File: src/rtl/sprite_test_core.sv
// ============================================================================
// Module      : sprite_test_core
// Description : Overlays a constant 4x4 sprite onto the VGA scan. The hit test
//               and sprite ROM lookup are combinational. The resulting colour
//               is held in a single output register, so pixel follows its
//               inputs by one clock.
//               Optional feature: define SPRITE_TRANSPARENCY_EN so that ROM
//               entries of 3'b000 show the background colour.
// Revision    : 1.0 - initial release
// ============================================================================
`default_nettype none

module sprite_test_core #(
  parameter logic [2:0] BG_COLOR = 3'b001
) (
  input  logic       VGA_CLK,
  input  logic       resetn,
  input  logic [7:0] x,
  input  logic [6:0] y,
  input  logic [7:0] xvga,
  input  logic [6:0] yvga,
  output logic [2:0] pixel
);

  // One column and one row past the sprite. They are computed one bit wider
  // so that a sprite at the right or bottom edge is clipped, not wrapped.
  logic [8:0] x_end;
  logic [7:0] y_end;
  logic       hit;
  logic [1:0] dx;
  logic [1:0] dy;
  logic [2:0] rom_color;
  logic [2:0] next_pixel;

  assign x_end = {1'b0, x} + 9'd4;
  assign y_end = {1'b0, y} + 8'd4;

  assign hit = (xvga >= x) && ({1'b0, xvga} < x_end) &&
               (yvga >= y) && ({1'b0, yvga} < y_end);

  // On a hit the offset is 0..3, so only the low two bits of the difference
  // are needed.
  assign dx = xvga[1:0] - x[1:0];
  assign dy = yvga[1:0] - y[1:0];

  // Sprite ROM, indexed by dy*4+dx: a ring of 7 with a 4 centre and 0 corners
  always_comb begin
    rom_color = 3'd0;
    case ({dy, dx})
      4'd0, 4'd3, 4'd12, 4'd15: rom_color = 3'd0;
      4'd5, 4'd6, 4'd9,  4'd10: rom_color = 3'd4;
      default:                  rom_color = 3'd7;
    endcase
  end

  // Choose the sprite colour on a hit and the background colour otherwise
  always_comb begin
    next_pixel = BG_COLOR;
    if (hit) begin
`ifdef SPRITE_TRANSPARENCY_EN
      if (rom_color != 3'd0) begin
        next_pixel = rom_color;
      end
`else
      next_pixel = rom_color;
`endif
    end
  end

  // Output register. This is the only storage in the block.
  always_ff @(posedge VGA_CLK or negedge resetn) begin
    if (!resetn) begin
      pixel <= 3'b000;
    end else begin
      pixel <= next_pixel;
    end
  end

endmodule

`default_nettype wire

File: config.mk
export PLATFORM = sky130hd
export DESIGN_NAME = sprite_test_core
export DESIGN_NICKNAME = d
export VERILOG_FILES = /design/src/rtl/sprite_test_core.sv
export SDC_FILE = /design/constraint.sdc
export NUM_CORES = 1
export LEC_CHECK = 0
export BUFFER_PORTS_ARGS = -buffer_cell sky130_fd_sc_hd__buf_2
export CELL_PAD_IN_SITES_DETAIL_PLACEMENT = 1
export CELL_PAD_IN_SITES_GLOBAL_PLACEMENT = 2
export CORE_UTILIZATION = 30
export CTS_CLUSTER_SIZE = 20
export DETAILED_ROUTE_END_ITERATION = 8
export HOLD_SLACK_MARGIN = 0.02
export PLACE_DENSITY = 0.84
export SETUP_SLACK_MARGIN = 0.05
export SLEW_MARGIN = 20
export SYNTH_ARGS = -nofsm -noshare
export SYNTH_HDL_FRONTEND = slang
export SYNTH_SLANG_ARGS = --single-unit
File: constraint.sdc
create_clock -name VGA_CLK -period 1.1 [get_ports VGA_CLK]
set_clock_uncertainty 0.2 [all_clocks]
set_input_delay 0.11 -clock VGA_CLK [delete_from_list [all_inputs] [get_ports VGA_CLK]]
set_output_delay 0.11 -clock VGA_CLK [all_outputs]
set_load 0.1 [all_outputs]
==> run_summary.xml, run 1 <==
<?xml version="1.0" encoding="UTF-8"?>
<metrics>
  <group name="power_and_ir_drop">
    <metric name="seq_power_share" unit="">0.127</metric>
    <metric name="power.switching_fraction" unit="">0.399</metric>
    <metric name="power_leakage" unit="nW">0.819</metric>
    <metric name="vdd_drop_max" unit="mV">0.273</metric>
    <metric name="cellInternalPower" unit="W">0.000599</metric>
    <metric name="netSwitchingPower" unit="W">0.000397</metric>
    <metric name="finalPower" unit="W">0.000996</metric>
    <metric name="pwr-share-comb" unit="">0.681</metric>
    <metric name="power.density_cell_area" unit="mW/mm²">666</metric>
    <metric name="clock_power_share" unit="">0.192</metric>
  </group>
  <group name="final_layout">
    <metric name="post_route_cells_drive_above_1_share" unit="">0.444</metric>
    <metric name="finish.net_count" unit="">232</metric>
    <metric name="final_util" unit="">0.524</metric>
    <metric name="register_bank_with_the_most_flops" unit="">pixel</metric>
    <metric name="registers_with_the_most_flip_flops" unit="">pixel (3)</metric>
    <metric name="diodes" unit="">0</metric>
    <metric name="fillerInstances" unit="">356</metric>
    <metric name="layout-area-overhead-vs-synth" unit="%">59.3</metric>
    <metric name="largest_register_ffs" unit="">3</metric>
    <metric name="postLayoutCellArea" unit="mm²">0.00150</metric>
  </group>
  <group name="die">
    <metric name="ioPinCount" unit="">35</metric>
    <metric name="fp.coreArea" unit="mm²">0.00285</metric>
    <metric name="initial_utilization" unit="">0.329</metric>
    <metric name="die_outline_area" unit="mm²">0.00336</metric>
    <metric name="number_of_placement_rows" unit="">19</metric>
    <metric name="chipHeight" unit="µm">57.9</metric>
    <metric name="die_w" unit="µm">57.9</metric>
  </group>
  <group name="clock_tree">
    <metric name="clkTransAtPathRegs" unit="ps">40</metric>
    <metric name="cts.sink_count" unit="">3</metric>
    <metric name="clock_path_buffers" unit="">2</metric>
    <metric name="tritoncts" unit="">yes</metric>
    <metric name="clock_tree.htree_level_count" unit="">1</metric>
    <metric name="cts_bufs_inserted" unit="">3</metric>
    <metric name="cts_hold_repair.buffers" unit="">1</metric>
    <metric name="ctsRootBufferMaster" unit="">sky130_fd_sc_hd__clkbuf_4</metric>
  </group>
  <group name="synth">
    <metric name="synth_common_cells" unit="">sky130_fd_sc_hd__ha_1 (28), sky130_fd_sc_hd__inv_1 (19), sky130_fd_sc_hd__xnor2_1 (10), sky130_fd_sc_hd__nand3_1 (6)</metric>
    <metric name="synth_edf_count" unit="">0</metric>
    <metric name="yosys.cell_types.count" unit="">28</metric>
    <metric name="post_synthesis_async_set_or_reset_flop_share" unit="">1.00</metric>
    <metric name="yosysSeqAreaShare" unit="">0.0800</metric>
    <metric name="netlist.area_leader.share" unit="">0.373</metric>
    <metric name="synthMuxAreaShare" unit="">0</metric>
    <metric name="netlist_area" unit="µm²">938</metric>
    <metric name="syn-mean-instance-area" unit="µm²">8.85</metric>
    <metric name="yosysMostFrequentCell" unit="">sky130_fd_sc_hd__ha_1</metric>
    <metric name="synthSimpleGateAreaFrac" unit="">0.121</metric>
    <metric name="mappedNetlistNets" unit="">168</metric>
    <metric name="synthAdderAreaFrac" unit="">0.416</metric>
    <metric name="synth-main-ff-cell" unit="">sky130_fd_sc_hd__dfrtp_1</metric>
    <metric name="synth-warning-count" unit="">0</metric>
    <metric name="main_combinational_cell_family_by_area_after_synthesis" unit="">adder cells</metric>
    <metric name="post_synth_main_area_contributors" unit="">sky130_fd_sc_hd__ha_1 (37%), sky130_fd_sc_hd__xnor2_1 (9.3%), sky130_fd_sc_hd__dfrtp_1 (8.0%)</metric>
    <metric name="postSynthRegisterBits" unit="">3</metric>
    <metric name="synth_compound_gate_area_share" unit="">0.213</metric>
    <metric name="synth_top_area_cell" unit="">sky130_fd_sc_hd__ha_1</metric>
    <metric name="syn-instance-count" unit="">106</metric>
    <metric name="synth_xor_xnor_area_share" unit="">0.0933</metric>
  </group>
  <group name="routing">
    <metric name="drt_antenna_net_count" unit="">0</metric>
    <metric name="detailroute.wirelength.met3" unit="µm">73</metric>
    <metric name="routed-wl-met2" unit="µm">1350</metric>
    <metric name="wire_per_inst" unit="µm">12.9</metric>
    <metric name="met1_length" unit="µm">1140</metric>
    <metric name="routed-via-count" unit="">995</metric>
    <metric name="via_per_inst" unit="">4.98</metric>
    <metric name="postRouteWirelength" unit="µm">2580</metric>
    <metric name="drc" unit="">3</metric>
    <metric name="initialDrtViolationCount" unit="">11</metric>
    <metric name="detail_route.first_pass.iterations" unit="">5</metric>
    <metric name="route.top_layer_used" unit="">met4</metric>
  </group>
  <group name="timing">
    <metric name="timing.max_slew.rel_slack" unit="">0.798</metric>
    <metric name="final_setup_violation_count" unit="">5</metric>
    <metric name="final_critical_path_setup_slack" unit="ps">-782</metric>
    <metric name="tightestPinTransition" unit="ps">301</metric>
    <metric name="rsz_0062_raised_after_global_routing" unit="">true</metric>
    <metric name="post-route-period-util" unit="">1.71</metric>
    <metric name="final-max-slew-violation-count" unit="">0</metric>
    <metric name="final.min_clock_period" unit="ps">1880</metric>
    <metric name="report.final.hold_viol_count" unit="">0</metric>
    <metric name="achievable-frequency" unit="MHz">531</metric>
  </group>
  <group name="job">
    <metric name="cap_violations" unit="">0</metric>
  </group>
  <group name="placed_design">
    <metric name="detailed_place.area" unit="mm²">0.00139</metric>
    <metric name="portBuffers" unit="">34</metric>
    <metric name="place.detailed.hpwl" unit="µm">2310</metric>
    <metric name="placement.setup.worst_slack" unit="ps">-1060</metric>
    <metric name="routabilityCongestion" unit="">0.756</metric>
  </group>
  <group name="outcome">
    <metric name="status" unit="">finished, violations left</metric>
    <metric name="violations" unit="">DRC, setup timing</metric>
  </group>
  <group name="critical_path">
    <metric name="crit_path_max_delay_cell_type" unit="">sky130_fd_sc_hd__ha_1</metric>
    <metric name="critical_path.max_stage_delay" unit="ps">310</metric>
    <metric name="crit_path_cell_trace" unit="">buf_8 -&gt; ha_4 -&gt; and3_4 -&gt; xnor2_2 -&gt; ha_1 -&gt; a21o_1 -&gt; a221oi_2 -&gt; a32o_2 -&gt; o21ai_1 -&gt; nand4b_1</metric>
    <metric name="crit_family" unit="">compound AO/OA/AOI/OAI gates</metric>
    <metric name="crit_required" unit="ps">1000</metric>
    <metric name="setup.worst_path.start_class" unit="">input port</metric>
    <metric name="criticalPathCategory" unit="">input port to flip-flop</metric>
    <metric name="worstPathBufferInverterCount" unit="">1</metric>
    <metric name="critical_path_cell_count" unit="">10</metric>
    <metric name="worst_path_max_fanout" unit="">4</metric>
    <metric name="cp.arrival" unit="ps">1780</metric>
    <metric name="cp-end-kind" unit="">flip-flop</metric>
  </group>
  <group name="hold_path">
    <metric name="worstHoldPathType" unit="">input port to async pin</metric>
  </group>
  <group name="grt">
    <metric name="global_route_wire_length_before_repair" unit="µm">4390</metric>
    <metric name="grtUsageTotal" unit="">0.168</metric>
    <metric name="via_count_of_the_first_global_routing_pass" unit="">1063</metric>
    <metric name="grt_max_degree" unit="">6</metric>
    <metric name="initial_antenna_violation_count" unit="">0</metric>
    <metric name="overflow" unit="">0</metric>
  </group>
</metrics>
-- per-layer routing --
layer	vias up	GRT usage
li1	511	-
met1	459	0.201
met2	23	0.310
met3	2	0.0156
met4	0	0.0612
met5	-	0
-- power by group through the flow --
stage | Clock (W) | Combinational, W | Sequential (W)
final | 0.000191 | 0.000679 | 0.000126
after detailed placement | 0 | 0.000645 | 0.000128
after floorplan | 0 | 0.000319 | 0.000183
after global placement | 0 | 0.000612 | 0.000128
after global routing | 0.000213 | 0.000746 | 0.000128
after CTS | 0.000201 | 0.000668 | 0.000126
-- path summary, 6_finish.rpt --
path                       slack, ps    from  endpoint
min                                7  resetn  pixel[0]
min in group VGA_CLK             150    y[2]  pixel[0]
max                             -780    x[2]  pixel[0]
max in group asynchronous        570  resetn  pixel[2]
-- cells in the final DEF, fill, tap and decap left out, types with 2 or more instances in the layout --
cell                       count
sky130_fd_sc_hd__buf_2        29
sky130_fd_sc_hd__o21ai_1       2
sky130_fd_sc_hd__and3_1        2
sky130_fd_sc_hd__a211o_1       2
sky130_fd_sc_hd__o21ai_0       2
sky130_fd_sc_hd__buf_4        23
sky130_fd_sc_hd__a21oi_1       2
sky130_fd_sc_hd__buf_8         2
sky130_fd_sc_hd__xnor2_2       2
sky130_fd_sc_hd__and3_4        2
sky130_fd_sc_hd__a21o_1        5
sky130_fd_sc_hd__clkbuf_4      3
sky130_fd_sc_hd__xnor2_1       8
sky130_fd_sc_hd__ha_1         27
sky130_fd_sc_hd__nand3_1       5
sky130_fd_sc_hd__fa_1          2
sky130_fd_sc_hd__nor2_1        5
sky130_fd_sc_hd__dfrtp_2       2
sky130_fd_sc_hd__buf_12        3
sky130_fd_sc_hd__inv_1        19
-- through the flow --
stage | setup TNS, ps | instances | hold slack, ps
floorplan | -2350 | 106 | -386
global placement | -2870 | 193 | -295
detailed placement | -3150 | 193 | -294
CTS | -2350 | 199 | 3.52
global route | -2690 | 200 | 6.78
finish | -2330 | 200 | 6.56
-- logic make-up after synthesis --
group / count (synthesis)
fa+ha+maj: 30
compound gates: 23
simple gates: 21
buf+inv: 19
xor+xnor: 10
flops: 3
-- timing repair --
action | CTS | global route
buffers inserted | 1 | 1
gates cloned | 0 | 0
setup endpoints to repair | 6 | 6
gates resized for setup | 8 | 5
pin swaps | 6 | 10
hold endpoints to repair | 3 | 3
-- area by class of cell --
class                   instances  area (µm²)  area share
repair buffers                 59         429       0.287
clock buffers                   4        26.3      0.0176
multi-input cells              84         852       0.570
well taps                      31        38.8      0.0259
flip-flops and latches          3        77.6      0.0519
inverters                      19        71.3      0.0477
(Power assumes the default switching activity.)
==> run 2, diff against run 1 <==
==> constraint.sdc (replaced) <==
create_clock -name VGA_CLK -period 1.1 [get_ports VGA_CLK]
set_clock_uncertainty 0.2 [all_clocks]
set_input_delay 0 -clock VGA_CLK [delete_from_list [all_inputs] [get_ports VGA_CLK]]
set_output_delay 0 -clock VGA_CLK [all_outputs]
set_load 0.1 [all_outputs]
==> run 2 against run 1 <==
Compared with the run above: sequential power about the same; the flow still finishes with violations (DRC, setup timing); critical path type unchanged; worst setup slack better by 81 ps; sequential cell count unchanged; largest power group unchanged; clock-buffer cell count unchanged; cell area up 2.6%; routed wire length up 13%; hold slack better by 39 ps; utilization up 1.4 points; clock power about the same; first-iteration DRC count up 36%; die area unchanged; non-clock buffer count up 3.
==> run_summary.xml, run 2 (synthesized netlist as in run 1, its figures left out) <==
<?xml version="1.0" encoding="UTF-8"?>
<metrics>
  <group name="outcome">
    <metric name="status" unit="">finished, violations left</metric>
    <metric name="violations" unit="">DRC, setup timing</metric>
  </group>
  <group name="die">
    <metric name="chipHeight" unit="µm">57.9</metric>
    <metric name="fp.coreArea" unit="mm²">0.00285</metric>
    <metric name="die_w" unit="µm">57.9</metric>
    <metric name="initial_utilization" unit="">0.329</metric>
    <metric name="ioPinCount" unit="">35</metric>
    <metric name="number_of_placement_rows" unit="">19</metric>
    <metric name="die_outline_area" unit="mm²">0.00336</metric>
  </group>
  <group name="hold_path">
    <metric name="holdCritStartpoint" unit="">y[2]</metric>
    <metric name="hold_end" unit="">pixel[0]</metric>
    <metric name="whs_path_depth" unit="">4</metric>
    <metric name="worstHoldPathType" unit="">input port to flip-flop</metric>
  </group>
  <group name="critical_path">
    <metric name="crit_path_cell_trace" unit="">buf_8 -&gt; ha_4 -&gt; and3_4 -&gt; xnor2_2 -&gt; ha_1 -&gt; a21o_1 -&gt; a221oi_4 -&gt; a32o_2 -&gt; o21ai_1 -&gt; nand4b_1</metric>
    <metric name="critical_path.max_stage_delay" unit="ps">290</metric>
    <metric name="worstPathBufferInverterCount" unit="">1</metric>
    <metric name="cp.arrival" unit="ps">1690</metric>
    <metric name="criticalPathCategory" unit="">input port to flip-flop</metric>
    <metric name="crit_required" unit="ps">990</metric>
    <metric name="crit_family" unit="">compound AO/OA/AOI/OAI gates</metric>
    <metric name="cp-end-kind" unit="">flip-flop</metric>
    <metric name="crit_path_max_delay_cell_type" unit="">sky130_fd_sc_hd__ha_1</metric>
    <metric name="worst_path_max_fanout" unit="">3</metric>
    <metric name="setup.worst_path.start_class" unit="">input port</metric>
  </group>
  <group name="final_layout">
    <metric name="layout-area-overhead-vs-synth" unit="%">63.5</metric>
    <metric name="layout.cells.most_common" unit="">sky130_fd_sc_hd__buf_2</metric>
    <metric name="post_route_cells_drive_above_1_share" unit="">0.448</metric>
    <metric name="largest_register_ffs" unit="">3</metric>
    <metric name="final_util" unit="">0.538</metric>
    <metric name="register_bank_with_the_most_flops" unit="">pixel</metric>
    <metric name="final-instance-count-excl-fill" unit="">203</metric>
    <metric name="finish.net_count" unit="">235</metric>
    <metric name="diodes" unit="">0</metric>
    <metric name="registers_with_the_most_flip_flops" unit="">pixel (3)</metric>
    <metric name="final_cell_mix" unit="">sky130_fd_sc_hd__buf_2 (28), sky130_fd_sc_hd__ha_1 (27), sky130_fd_sc_hd__buf_4 (26)</metric>
  </group>
  <group name="placed_design">
    <metric name="portBuffers" unit="">34</metric>
    <metric name="place.detailed.hpwl" unit="µm">2380</metric>
    <metric name="routabilityCongestion" unit="">0.756</metric>
    <metric name="numPlacedInstances" unit="">193</metric>
    <metric name="placement.setup.worst_slack" unit="ps">-972</metric>
  </group>
  <group name="grt">
    <metric name="grtUsageTotal" unit="">0.188</metric>
    <metric name="globalRouteMet3Util" unit="">0.0201</metric>
    <metric name="grt_max_degree" unit="">6</metric>
    <metric name="grt.met2_usage" unit="">0.363</metric>
    <metric name="groute.layer.met1.usage" unit="">0.221</metric>
    <metric name="initial_antenna_violation_count" unit="">0</metric>
    <metric name="overflow" unit="">0</metric>
    <metric name="via_count_of_the_first_global_routing_pass" unit="">1145</metric>
    <metric name="grt_most_used_layer" unit="">met2</metric>
    <metric name="global_route_wire_length_before_repair" unit="µm">4910</metric>
  </group>
  <group name="timing">
    <metric name="tightestPinTransition" unit="ps">341</metric>
    <metric name="rsz_0062_raised_after_global_routing" unit="">true</metric>
    <metric name="timing.max_slew.rel_slack" unit="">0.769</metric>
    <metric name="report.final.hold_viol_count" unit="">0</metric>
    <metric name="final_setup_violation_count" unit="">3</metric>
    <metric name="timing.hold.ws" unit="ps">45.7</metric>
    <metric name="final-max-slew-violation-count" unit="">0</metric>
    <metric name="achievable-frequency" unit="MHz">555</metric>
    <metric name="post-route-period-util" unit="">1.64</metric>
    <metric name="final_critical_path_setup_slack" unit="ps">-701</metric>
    <metric name="final.min_clock_period" unit="ps">1800</metric>
  </group>
  <group name="routing">
    <metric name="drc" unit="">3</metric>
    <metric name="postRouteWirelength" unit="µm">2930</metric>
    <metric name="via_per_inst" unit="">4.98</metric>
    <metric name="routed-via-count" unit="">1010</metric>
    <metric name="wire_per_inst" unit="µm">14.4</metric>
    <metric name="initialDrtViolationCount" unit="">15</metric>
    <metric name="detail_route.first_pass.iterations" unit="">6</metric>
    <metric name="drt_antenna_net_count" unit="">0</metric>
  </group>
  <group name="power_and_ir_drop">
    <metric name="pwr-share-comb" unit="">0.692</metric>
    <metric name="cellInternalPower" unit="W">0.000613</metric>
    <metric name="power.switching_fraction" unit="">0.410</metric>
    <metric name="power.density_cell_area" unit="mW/mm²">677</metric>
    <metric name="power_leakage" unit="nW">0.835</metric>
    <metric name="netSwitchingPower" unit="W">0.000426</metric>
    <metric name="clock_power_share" unit="">0.186</metric>
    <metric name="vdd_drop_max" unit="mV">0.276</metric>
    <metric name="seq_power_share" unit="">0.121</metric>
  </group>
  <group name="clock_tree">
    <metric name="clock_tree.htree_level_count" unit="">1</metric>
    <metric name="ctsRootBufferMaster" unit="">sky130_fd_sc_hd__clkbuf_4</metric>
    <metric name="cts_bufs_inserted" unit="">3</metric>
    <metric name="clock_path_buffers" unit="">2</metric>
    <metric name="cts.sink_count" unit="">3</metric>
    <metric name="tritoncts" unit="">yes</metric>
    <metric name="clkTransAtPathRegs" unit="ps">40</metric>
  </group>
  <group name="job">
    <metric name="cap_violations" unit="">0</metric>
  </group>
</metrics>
## run 2: cell count changes in the layout (fill, tap and decap cells not counted), sizes merged
cell / delta
dlygate4sd3: +1
buf: +2
## run 2: area by class of cell
class	count	area, µm²
Clock buffer	4	26.3
Fill cell	363	1320
Inverter	19	71.3
Multi-Input combinational cell	84	863
Sequential cell	3	77.6
Tap cell	31	38.8
Timing Repair Buffer	62	457
## run 2: what timing repair did
action	CTS	global route
setup buffers	2	2
resized for setup	9	6
pin swaps	7	9
setup endpoints to repair	3	3
hold buffers	2	0
endpoints found under the hold margin	3	0
## run 2: how the worst max path moves through the flow
stage | start | endpoint | depth (start not counted)
6_report | x[3] | pixel[0] | 10
3_5_place_dp | x[2] | pixel[1] | 10
4_1_cts | x[2] | pixel[0] | 10
3_3_place_gp | x[2] | pixel[0] | 10
5_1_grt | x[3] | pixel[2] | 10
2_1_floorplan | x[2] | pixel[0] | 9
## run 2: power groups by stage
stage	Sequential (W)	Clock, W	Combinational [W]
after global routing	0.000128	0.000214	0.000791
final	0.000126	0.000194	0.000719
after detailed placement	0.000128	0	0.000649
after global placement	0.000128	0	0.000612
after CTS	0.000126	0.000200	0.000684
after floorplan	0.000183	0	0.000319
## run 2: per-stage QoR
step	instance area, µm²	TNS (ps)	power (W)
floorplan	966	-1920	0.000502
global placement	1390	-2540	0.000740
detailed placement	1390	-2890	0.000776
CTS	1480	-2020	0.00101
global route	1530	-2400	0.00113
finish	1530	-2090	0.00104
## run 2: per-layer routing
metal | vias to the layer above | share of wire
li1 | 515 | -
met1 | 468 | 0.41
met2 | 27 | 0.55
met4 | 0 | 0
met3 | 0 | 0.033
met5 | - | 0
==> run 3, diff against run 2 <==
CORE_ASPECT_RATIO = 0.6   (was unset)
CORE_UTILIZATION = 31   (was 30)
CTS_BUF_LIST = sky130_fd_sc_hd__clkbuf_4 sky130_fd_sc_hd__clkbuf_8   (was unset)
PLACE_DENSITY = 0.87   (was 0.84)
SETUP_SLACK_MARGIN = unset   (was 0.05)
==> run 3 against run 2 <==
Compared with the run above: the run ends with setup timing left; hold slack improved by 29 ps; clock power grew 77%; die area is 2.9% lower; sequential share of layout area is 0.070 points lower; combinational power down 5.0%; clock-buffer cell count did not move; first-iteration DRC count down 27%; global-route usage is 0.44 points lower; maximum frequency is 3.4% lower; total power is 11% higher; sequential power about the same.
==> run_summary.xml, run 3 (synthesized netlist as in run 1, its figures left out) <==
<?xml version="1.0" encoding="UTF-8"?>
<metrics>
  <group name="timing">
    <metric name="tightestPinTransition" unit="ps">290</metric>
    <metric name="final.min_clock_period" unit="ps">1860</metric>
    <metric name="timing.max_slew.rel_slack" unit="">0.804</metric>
    <metric name="achievable-frequency" unit="MHz">536</metric>
    <metric name="final_setup_violation_count" unit="">3</metric>
    <metric name="post-route-period-util" unit="">1.69</metric>
    <metric name="final_critical_path_setup_slack" unit="ps">-764</metric>
    <metric name="report.final.hold_viol_count" unit="">0</metric>
    <metric name="final-max-slew-violation-count" unit="">0</metric>
    <metric name="rsz_0062_raised_after_global_routing" unit="">true</metric>
  </group>
  <group name="power_and_ir_drop">
    <metric name="power_leakage" unit="nW">0.817</metric>
    <metric name="vdd_drop_max" unit="mV">0.280</metric>
    <metric name="power.density_cell_area" unit="mW/mm²">766</metric>
    <metric name="netSwitchingPower" unit="W">0.000422</metric>
    <metric name="pwr-share-comb" unit="">0.592</metric>
    <metric name="clock_power_share" unit="">0.298</metric>
    <metric name="seq_power_share" unit="">0.109</metric>
    <metric name="cellInternalPower" unit="W">0.000730</metric>
    <metric name="power.switching_fraction" unit="">0.366</metric>
  </group>
  <group name="clock_tree">
    <metric name="clock_path_buffers" unit="">2</metric>
    <metric name="clock_tree.htree_level_count" unit="">1</metric>
    <metric name="tritoncts" unit="">yes</metric>
    <metric name="clkTransAtPathRegs" unit="ps">30</metric>
    <metric name="ctsRootBufferMaster" unit="">sky130_fd_sc_hd__clkbuf_8</metric>
    <metric name="cts_bufs_inserted" unit="">3</metric>
    <metric name="cts.sink_count" unit="">3</metric>
  </group>
  <group name="placed_design">
    <metric name="detailed_place.area" unit="mm²">0.00137</metric>
    <metric name="place.detailed.hpwl" unit="µm">2390</metric>
    <metric name="placement.setup.worst_slack" unit="ps">-972</metric>
    <metric name="portBuffers" unit="">34</metric>
    <metric name="routabilityCongestion" unit="">0.888</metric>
  </group>
  <group name="final_layout">
    <metric name="sequential_area" unit="µm²">75.1</metric>
    <metric name="final_cell_mix" unit="">sky130_fd_sc_hd__buf_2 (28), sky130_fd_sc_hd__ha_1 (27), sky130_fd_sc_hd__buf_4 (22)</metric>
    <metric name="register_bank_with_the_most_flops" unit="">pixel</metric>
    <metric name="multi_input_gate_area" unit="µm²">838</metric>
    <metric name="finish.net_count" unit="">231</metric>
    <metric name="fillerInstances" unit="">346</metric>
    <metric name="postLayoutCellArea" unit="mm²">0.00151</metric>
    <metric name="post_route_cells_drive_above_1_share" unit="">0.423</metric>
    <metric name="layout.cells.most_common" unit="">sky130_fd_sc_hd__buf_2</metric>
    <metric name="diodes" unit="">0</metric>
    <metric name="largest_register_ffs" unit="">3</metric>
    <metric name="registers_with_the_most_flip_flops" unit="">pixel (3)</metric>
    <metric name="layout-area-overhead-vs-synth" unit="%">60.4</metric>
  </group>
  <group name="die">
    <metric name="ioPinCount" unit="">35</metric>
    <metric name="fp.coreArea" unit="mm²">0.00287</metric>
    <metric name="die_outline_area" unit="mm²">0.00326</metric>
    <metric name="number_of_placement_rows" unit="">15</metric>
    <metric name="initial_utilization" unit="">0.327</metric>
    <metric name="die_w" unit="µm">73.0</metric>
    <metric name="chipHeight" unit="µm">44.6</metric>
  </group>
  <group name="routing">
    <metric name="via_per_inst" unit="">4.63</metric>
    <metric name="postRouteWirelength" unit="µm">2730</metric>
    <metric name="drt_antenna_net_count" unit="">0</metric>
    <metric name="initialDrtViolationCount" unit="">11</metric>
    <metric name="wire_per_inst" unit="µm">13.0</metric>
    <metric name="drc" unit="">0</metric>
    <metric name="routed-via-count" unit="">972</metric>
    <metric name="detail_route.first_pass.iterations" unit="">2</metric>
  </group>
  <group name="critical_path">
    <metric name="setup.worst_path.start_class" unit="">input port</metric>
    <metric name="cp-end-kind" unit="">flip-flop</metric>
    <metric name="crit_required" unit="ps">1030</metric>
    <metric name="worst_path_max_fanout" unit="">3</metric>
    <metric name="cp.arrival" unit="ps">1790</metric>
    <metric name="criticalPathCategory" unit="">input port to flip-flop</metric>
  </group>
  <group name="job">
    <metric name="cap_violations" unit="">0</metric>
  </group>
  <group name="grt">
    <metric name="overflow" unit="">0</metric>
    <metric name="via_count_of_the_first_global_routing_pass" unit="">1036</metric>
    <metric name="global_route_wire_length_before_repair" unit="µm">4510</metric>
    <metric name="grt_max_degree" unit="">5</metric>
    <metric name="initial_antenna_violation_count" unit="">0</metric>
    <metric name="grtUsageTotal" unit="">0.184</metric>
  </group>
  <group name="outcome">
    <metric name="status" unit="">finished, violations left</metric>
    <metric name="violations" unit="">setup timing</metric>
  </group>
  <group name="hold_path">
    <metric name="worstHoldPathType" unit="">input port to flip-flop</metric>
  </group>
</metrics>
run 3: cell types whose count changed in the layout (fill, tap and decap cells not counted), sizes merged:
cell and change:
buf -5, clkbuf +1
run 3: final timing paths:
kind	from	end	slack, ps	cells after the start
max	x[2]	pixel[1]	-760	10
min	y[3]	pixel[0]	70	4
max in group asynchronous	resetn	pixel[1]	100	3
min in group asynchronous	resetn	pixel[0]	460	3
run 3: power by group through the flow:
stage	sequential, W	combinational (W)	clock, W
2_1_floorplan	0.000182	0.000319	0
3_3_place_gp	0.000127	0.000615	0
3_5_place_dp	0.000127	0.000646	0
4_1_cts	0.000126	0.000671	0.000352
5_1_grt	0.000126	0.000757	0.000356
6_report	0.000126	0.000683	0.000344
run 3: metal layers:
metal	vias to the layer above	wire, µm	global-route usage
met1	444	1360	0.247
met4	0	8	0.0588
met3	2	98	0.0228
met2	19	1260	0.309
li1	507	-	-
met5	-	0	0
run 3: what timing repair did:
| item | 4_1_cts | 5_1_grt |
|---|---|---|
| endpoints found under the hold margin | 3 | 0 |
| setup buffers | 2 | 2 |
| endpoints found under the setup margin | 3 | 3 |
| pin swaps | 8 | 12 |
| resized for setup | 6 | 4 |
| hold buffers | 2 | 0 |
run 3: layout make-up:
type | count | area share
clock buffers | 4 | 0.0324
inverters | 19 | 0.0474
multi-input cells | 84 | 0.557
flip-flops and latches | 3 | 0.0499
well taps | 42 | 0.0349
repair buffers | 58 | 0.278
run 3: worst max-delay path, stage by stage:
cell	delay, ps
sky130_fd_sc_hd__buf_8	100
sky130_fd_sc_hd__ha_4	150
sky130_fd_sc_hd__and3_4	150
sky130_fd_sc_hd__xnor2_2	120
sky130_fd_sc_hd__ha_1	330
sky130_fd_sc_hd__a21o_1	200
sky130_fd_sc_hd__a221oi_2	260
sky130_fd_sc_hd__a32o_2	170
sky130_fd_sc_hd__o2111ai_2	140
sky130_fd_sc_hd__nor2_1	160
run 3: per-stage QoR:
stage | TNS (ps) | util | instances | hold WS [ps] | total power [W]
after global placement | -2560 | 0.476 | 200 | -403 | 0.000743
final | -2270 | 0.524 | 210 | 74.8 | 0.00115
after floorplan | -1920 | - | 106 | -496 | 0.000501
after CTS | -2240 | 0.513 | 208 | 67.4 | 0.00115
after detailed placement | -2890 | 0.476 | 200 | -400 | 0.000773
after global routing | -2480 | 0.524 | 210 | 128 | 0.00124
